File: src/rtl/answer_ctrl_pkg.sv
// Shared game definitions: FSM encodings, request source codes and the legal answer range.
package answer_ctrl_pkg;

    typedef enum logic [1:0] {
        ST_IDLE = 2'd0,
        ST_REQ  = 2'd1,
        ST_WAIT = 2'd2,
        ST_ERR  = 2'd3
    } state_e;

    localparam logic [1:0] SRC_START   = 2'd0;
    localparam logic [1:0] SRC_WIN     = 2'd1;
    localparam logic [1:0] SRC_TIMEOUT = 2'd2;

    localparam logic [3:0] ANSWER_MIN = 4'd1;
    localparam logic [3:0] ANSWER_MAX = 4'd8;

    function automatic logic answer_in_range(input logic [3:0] v);
        return (v >= ANSWER_MIN) && (v <= ANSWER_MAX);
    endfunction

endpackage

File: src/rtl/answer_ctrl_req_arbiter.sv
// Pending-request store for start/win/timeout with a fixed-priority grant (start highest).
module req_arbiter
    import answer_ctrl_pkg::*;
(
    input  logic       clk,
    input  logic       rst,
    input  logic       set_start_i,
    input  logic       set_win_i,
    input  logic       set_timeout_i,
    input  logic       low_en_i,
    input  logic       clr_i,
    output logic       grant_valid_o,
    output logic [1:0] grant_src_o
);

    logic [2:0] pend_q;
    logic [2:0] pend_d;
    logic [2:0] set_vec;
    logic [2:0] req_vec;
    logic [2:0] sel_vec;
    logic [2:0] clr_vec;

    assign set_vec = {set_timeout_i, set_win_i, set_start_i};
    // Pulses arriving this cycle are grantable at once; win/timeout can be masked.
    assign req_vec = (pend_q | set_vec) & {low_en_i, low_en_i, 1'b1};

    always_comb begin
        grant_valid_o = |req_vec;
        grant_src_o   = SRC_START;
        sel_vec       = 3'b000;
        if (req_vec[0]) begin
            grant_src_o = SRC_START;
            sel_vec     = 3'b001;
        end else if (req_vec[1]) begin
            grant_src_o = SRC_WIN;
            sel_vec     = 3'b010;
        end else if (req_vec[2]) begin
            grant_src_o = SRC_TIMEOUT;
            sel_vec     = 3'b100;
        end
    end

    assign clr_vec = clr_i ? sel_vec : 3'b000;

    // A pulse landing on an already-pending bit being cleared stays queued; a pulse
    // served directly (bit not yet pending) is consumed by the clear.
    assign pend_d = (pend_q & ~clr_vec) | (set_vec & ~(clr_vec & ~pend_q));

    always_ff @(posedge clk or posedge rst) begin
        if (rst) begin
            pend_q <= 3'b000;
        end else begin
            pend_q <= pend_d;
        end
    end

endmodule

File: src/rtl/answer_ctrl.sv
// Answer-change controller: arbitrates game requests, handshakes with the random generator,
// filters illegal/repeated values with bounded retries and latches the new answer.
module answer_ctrl
    import answer_ctrl_pkg::*;
#(
    parameter int WAIT_MAX  = 8,
    parameter int RETRY_MAX = 3,
    parameter int NO_REPEAT = 1
) (
    input  logic       clk,
    input  logic       rst,
    input  logic       req_start,
    input  logic       req_win,
    input  logic       req_timeout,
    input  logic [3:0] rand_val,
    input  logic       rand_we,
    output logic       change_answer,
    output logic [3:0] answer,
    output logic       answer_valid,
    output logic [7:0] round_cnt,
    output logic [1:0] src_last,
    output logic       busy,
    output logic       err,
    output logic [1:0] dbg_state_o
);

    localparam int WW_RAW = $clog2(WAIT_MAX + 1);
    localparam int RW_RAW = $clog2(RETRY_MAX + 1);
    localparam int WW     = (WW_RAW < 1) ? 1 : WW_RAW;
    localparam int RW     = (RW_RAW < 1) ? 1 : RW_RAW;

    state_e        state_q, state_d;
    logic [1:0]    src_q, src_d;
    logic [3:0]    answer_q, answer_d;
    logic          valid_q, valid_d;
    logic [7:0]    round_q, round_d;
    logic [WW-1:0] wait_q, wait_d;
    logic [RW-1:0] retry_q, retry_d;
    logic          rep_chk_q, rep_chk_d;

    logic          grant_valid;
    logic [1:0]    grant_src;
    logic          grant_clr;
    logic          low_en;
    logic          repeat_hit;
    logic          timeout_hit;
    logic          reject;

    req_arbiter u_arb (
        .clk           (clk),
        .rst           (rst),
        .set_start_i   (req_start),
        .set_win_i     (req_win),
        .set_timeout_i (req_timeout),
        .low_en_i      (low_en),
        .clr_i         (grant_clr),
        .grant_valid_o (grant_valid),
        .grant_src_o   (grant_src)
    );

    assign low_en      = (state_q != ST_ERR);
    // rep_chk_q remembers whether the answer was valid when this request left IDLE.
    assign repeat_hit  = (NO_REPEAT != 0) && rep_chk_q && (rand_val == answer_q);
    assign timeout_hit = (wait_q == WW'(WAIT_MAX - 1));

    always_comb begin
        state_d   = state_q;
        src_d     = src_q;
        answer_d  = answer_q;
        valid_d   = valid_q;
        round_d   = round_q;
        wait_d    = wait_q;
        retry_d   = retry_q;
        rep_chk_d = rep_chk_q;
        grant_clr = 1'b0;
        reject    = 1'b0;
        case (state_q)
            ST_IDLE: begin
                if (grant_valid) begin
                    state_d   = ST_REQ;
                    src_d     = grant_src;
                    grant_clr = 1'b1;
                    valid_d   = 1'b0;
                    rep_chk_d = valid_q;
                end
            end
            ST_REQ: begin
                wait_d  = '0;
                state_d = ST_WAIT;
            end
            ST_WAIT: begin
                if (rand_we) begin
                    if (answer_in_range(rand_val) && !repeat_hit) begin
                        answer_d = rand_val;
                        valid_d  = 1'b1;
                        round_d  = round_q + 8'd1;
                        retry_d  = '0;
                        state_d  = ST_IDLE;
                    end else begin
                        reject = 1'b1;
                    end
                end else if (timeout_hit) begin
                    reject = 1'b1;
                end else begin
                    wait_d = wait_q + WW'(1);
                end
                if (reject) begin
                    if (retry_q < RW'(RETRY_MAX)) begin
                        retry_d = retry_q + RW'(1);
                        state_d = ST_REQ;
                    end else begin
                        state_d = ST_ERR;
                    end
                end
            end
            ST_ERR: begin
                // Only start is grantable here; win/timeout stay pending.
                if (grant_valid) begin
                    state_d   = ST_REQ;
                    src_d     = SRC_START;
                    grant_clr = 1'b1;
                    retry_d   = '0;
                    valid_d   = 1'b0;
                    rep_chk_d = 1'b0;
                end
            end
            default: state_d = ST_IDLE;
        endcase
    end

    always_ff @(posedge clk or posedge rst) begin
        if (rst) begin
            state_q   <= ST_IDLE;
            src_q     <= SRC_START;
            answer_q  <= 4'd0;
            valid_q   <= 1'b0;
            round_q   <= 8'd0;
            wait_q    <= '0;
            retry_q   <= '0;
            rep_chk_q <= 1'b0;
        end else begin
            state_q   <= state_d;
            src_q     <= src_d;
            answer_q  <= answer_d;
            valid_q   <= valid_d;
            round_q   <= round_d;
            wait_q    <= wait_d;
            retry_q   <= retry_d;
            rep_chk_q <= rep_chk_d;
        end
    end

    assign change_answer = (state_q == ST_REQ);
    assign busy          = (state_q == ST_REQ) || (state_q == ST_WAIT);
    assign err           = (state_q == ST_ERR);
    assign answer        = answer_q;
    assign answer_valid  = valid_q;
    assign round_cnt     = round_q;
    assign src_last      = src_q;
    assign dbg_state_o   = state_q;

endmodule

File: config.mk
export PLATFORM = sky130hd
export DESIGN_NAME = answer_ctrl
export DESIGN_NICKNAME = d
export VERILOG_FILES = /design/src/rtl/answer_ctrl_pkg.sv /design/src/rtl/answer_ctrl_req_arbiter.sv /design/src/rtl/answer_ctrl.sv
export SDC_FILE = /design/constraint.sdc
export NUM_CORES = 1
export LEC_CHECK = 0
export ABC_AREA = 1
export CAP_MARGIN = 30
export CORE_MARGIN = 2
export CORE_UTILIZATION = 30
export CTS_CLUSTER_SIZE = 30
export DETAILED_ROUTE_END_ITERATION = 8
export HOLD_SLACK_MARGIN = 0.02
export PLACE_DENSITY = 0.62
export SLEW_MARGIN = 20
export SYNTH_ARGS = -nofsm -noshare
export SYNTH_HDL_FRONTEND = slang
export SYNTH_SLANG_ARGS = --single-unit
export TNS_END_PERCENT = 10
File: constraint.sdc
create_clock -name clk -period 3.8 [get_ports clk]
set_clock_uncertainty 0.05 [all_clocks]
set_input_delay 0.76 -clock clk [delete_from_list [all_inputs] [get_ports clk]]
set_output_delay 0.76 -clock clk [all_outputs]
set_load 0.02 [all_outputs]
==> results.yml <==
run_status:
  status: "completed"
min_path:
  min-delay-start: "u_arb.pend_q[0]"
  min_to: "u_arb.pend_q[0]"
  holdPathStages: 2
  hp-class: "reg2reg"
synth:
  ys_seq_area_share_pct: 43.23
  synth_ff_type: "dfrtp_1"
  synth_area_um2: 1563
  synth_common_cells: "nand2_1 (53), dfrtp_1 (27), inv_1 (27)"
  yosys_warnings: 0
  yosysMostFrequentCell: "nand2_1"
  syn_inst: 196
  synth_area_per_cell_um2: 7.973
  synth_top_area_cell: "dfrtp_1"
  synth_seq_cells: 27
  ys_types: 26
  synthArstFlopShare_pct: 100.0
  synth_edf_count: 0
  synth.area.top_cells: "dfrtp_1 (43%), nand2_1 (13%), inv_1 (6.5%)"
  synth_top_area_share_pct: 43.23
  synth_nets: 214
route:
  routed_wl_um: 3004
  vias: 1291
  viasPerCell: 4.347
  ant_nets: 0
  routedWlPerCell_um: 10.11
  firstDrtPassIters: 4
  drt_iter0_drc: 42
  drc_errors: 0
clock_tree:
  cts_resized: 0
  root_buffer: "clkbuf_8"
  cts_sinks: 27
  clkSlewWorstSetupHoldPaths_ps: 90
  cts_tree: "built"
  cts_made_buffers: 3
  cts_setup_buffers: 0
  cts_buffer_depth: 2
  postCtsHoldBufs: 0
  h-tree-depth: 1
  clk_latency_ps: 270
critical_path:
  startpoint_type: "flip-flop"
  crit_required_ps: 2990
  crit_path_end_kind: "output port"
  path_delay_family: "buffers and inverters"
  ff2ff_path_depth: 8
  rr_endpoint: "wait_q[3]"
  r2r_setup_slack_ps: 2010
  cp_max_fo: 11
  cp_data_arrival_time_ps: 1950
  rr_startpoint: "dbg_state_o[0]"
  cp_cell_sequence: "inv_1, ha_1, clkdlybuf4s50_1"
  crit_path_top_delay_cell: "clkdlybuf4s50_1"
  max_stage_delay_ps: 670
  crit_type: "reg2out"
  crit_buf_inv: 2
power_and_ir_drop:
  ir_worst_vdd_v: 0.0005500
  power_density_nw_per_um2: 727.8
  leakage_nw: 0.9308
  totalPowerFinal_mw: 1.435
die:
  start_util_pct: 30.79
  ios: 30
  fp.dieH_um: 76.18
  die_area_um2: 5803
  die_w_um: 76.18
  rows: 26
  coreArea_um2: 5075
job:
  maxCapViolCount: 0
sta:
  rsz0062_at_grt: "false"
  fmax_mhz: 362.8
  setup_tns_ps: 0
  hold_viol_final: 0
  tightest_slew_ps: 693.8
  worst_slack_ps: 1044
  min_period_ps: 2756
  finalMaxSlewViolations: 0
  slew_headroom_pct: 53.70
  hold_slack_ps: 441.1
  setup_viol: 0
  finalCritPeriodShare_pct: 72.54
global_route:
  antenna_found_initial: 0
  grt_pass1_vias: 1175
  grt_usage_pct: 11.34
  grt.overflow.total: 0
  grt_max_degree: 18
  grt_first_pass_wirelength_um: 5437
finish:
  final_cells: 297
  fin_area_um2: 1972
  seqCellArea_um2: 675.6
  drive_gt1_share_pct: 6.608
  fillers: 544
  multi_input_area_um2: 753.2
  nNetsFinal: 246
  antenna_cells: 0
  area_delta_synth_final_pct: 26.18
  fin_util_pct: 38.86
placement:
  dpl-instance-area_um2: 1927
  place_ws_ps: 1343
  portBuffers: 29
  dp_hpwl_um: 2312
  place_congestion: 0.7994
  dp_cells: 293
worst register-to-register path, stage by stage, from the launching register on:
cell,delay (ps)
dfrtp_1,440
inv_1,90
ha_1,300
inv_1,260
nand2_1,130
nand2_1,140
nand2_1,70
o21ai_0,150
a21oi_1,60
state kept, by name, indices dropped and copies added, names as in the netlist:
register,count
round_cnt,8
retry_q,2
wait_q,4
dbg_state_o,2
src_last,2
answer,4
answer_valid,1
rep_chk_q,1
u_arb.pend_q,3
per-layer routing:
layer | track usage, % | wire length, um | vias to the layer above
li1 | - | - | 688
met1 | 15.56 | 1519 | 570
met2 | 17.59 | 1308 | 29
met3 | 3.081 | 141 | 4
met4 | 3.273 | 34 | 0
met5 | 0 | 0 | -
worst max-delay path by stage:
| stage | from | endpoint | slack, ps | cells after the start |
|---|---|---|---|---|
| final | dbg_state_o[0] | busy | 1040 | 3 |
| after global routing | dbg_state_o[0] | busy | 900 | 3 |
| after CTS | dbg_state_o[0] | busy | 1010 | 3 |
| after detailed placement | dbg_state_o[0] | busy | 1340 | 3 |
| after global placement | dbg_state_o[0] | busy | 1380 | 3 |
| after floorplan | dbg_state_o[0] | busy | 1990 | 2 |
cell usage in the layout, fill, tap and decap left out, drive strengths merged:
master / Yosys / layout
a21oi: 11 / 11
nand2: 54 / 54
o21ai: 20 / 20
clkbuf: 2 / 4
dfrtp: 27 / 27
nor3: 6 / 6
xor2: 4 / 4
xnor2: 4 / 4
a21boi: 1 / 1
a31oi: 1 / 1
buf: 1 / 1
nor2: 17 / 17
nand4: 2 / 2
inv: 28 / 28
nand3: 9 / 9
or2: 1 / 1
ha: 8 / 8
clkdlybuf4s50: 0 / 29
power by group:
group	leakage [nW]	internal, mW	total, mW	switching (mW)
sequential	0.341	0.395	0.484	0.0885
combinational	0.567	0.335	0.788	0.453
clock	0.0228	0.0751	0.164	0.0886
total	0.931	0.805	1.44	0.630
layout make-up:
| cell class | instances | share of cell area [%] |
|---|---|---|
| Clock buffer | 4 | 2.284 |
| Tap cell | 70 | 4.442 |
| Sequential cell | 27 | 34.26 |
| Timing Repair Buffer | 30 | 15.48 |
| Multi-Input combinational cell | 138 | 38.20 |
| Inverter | 28 | 5.330 |
cells by family after synthesis:
kind of cell	synth area share, %
AOI/OAI and AO/OA	11.77
xor gates and xnor gates	4.483
adders and majority gates	6.405
buffers and inverters	8.566
DFF	43.23
and+or+nand+nor	25.54
Power figures use the tool's default switching activity.
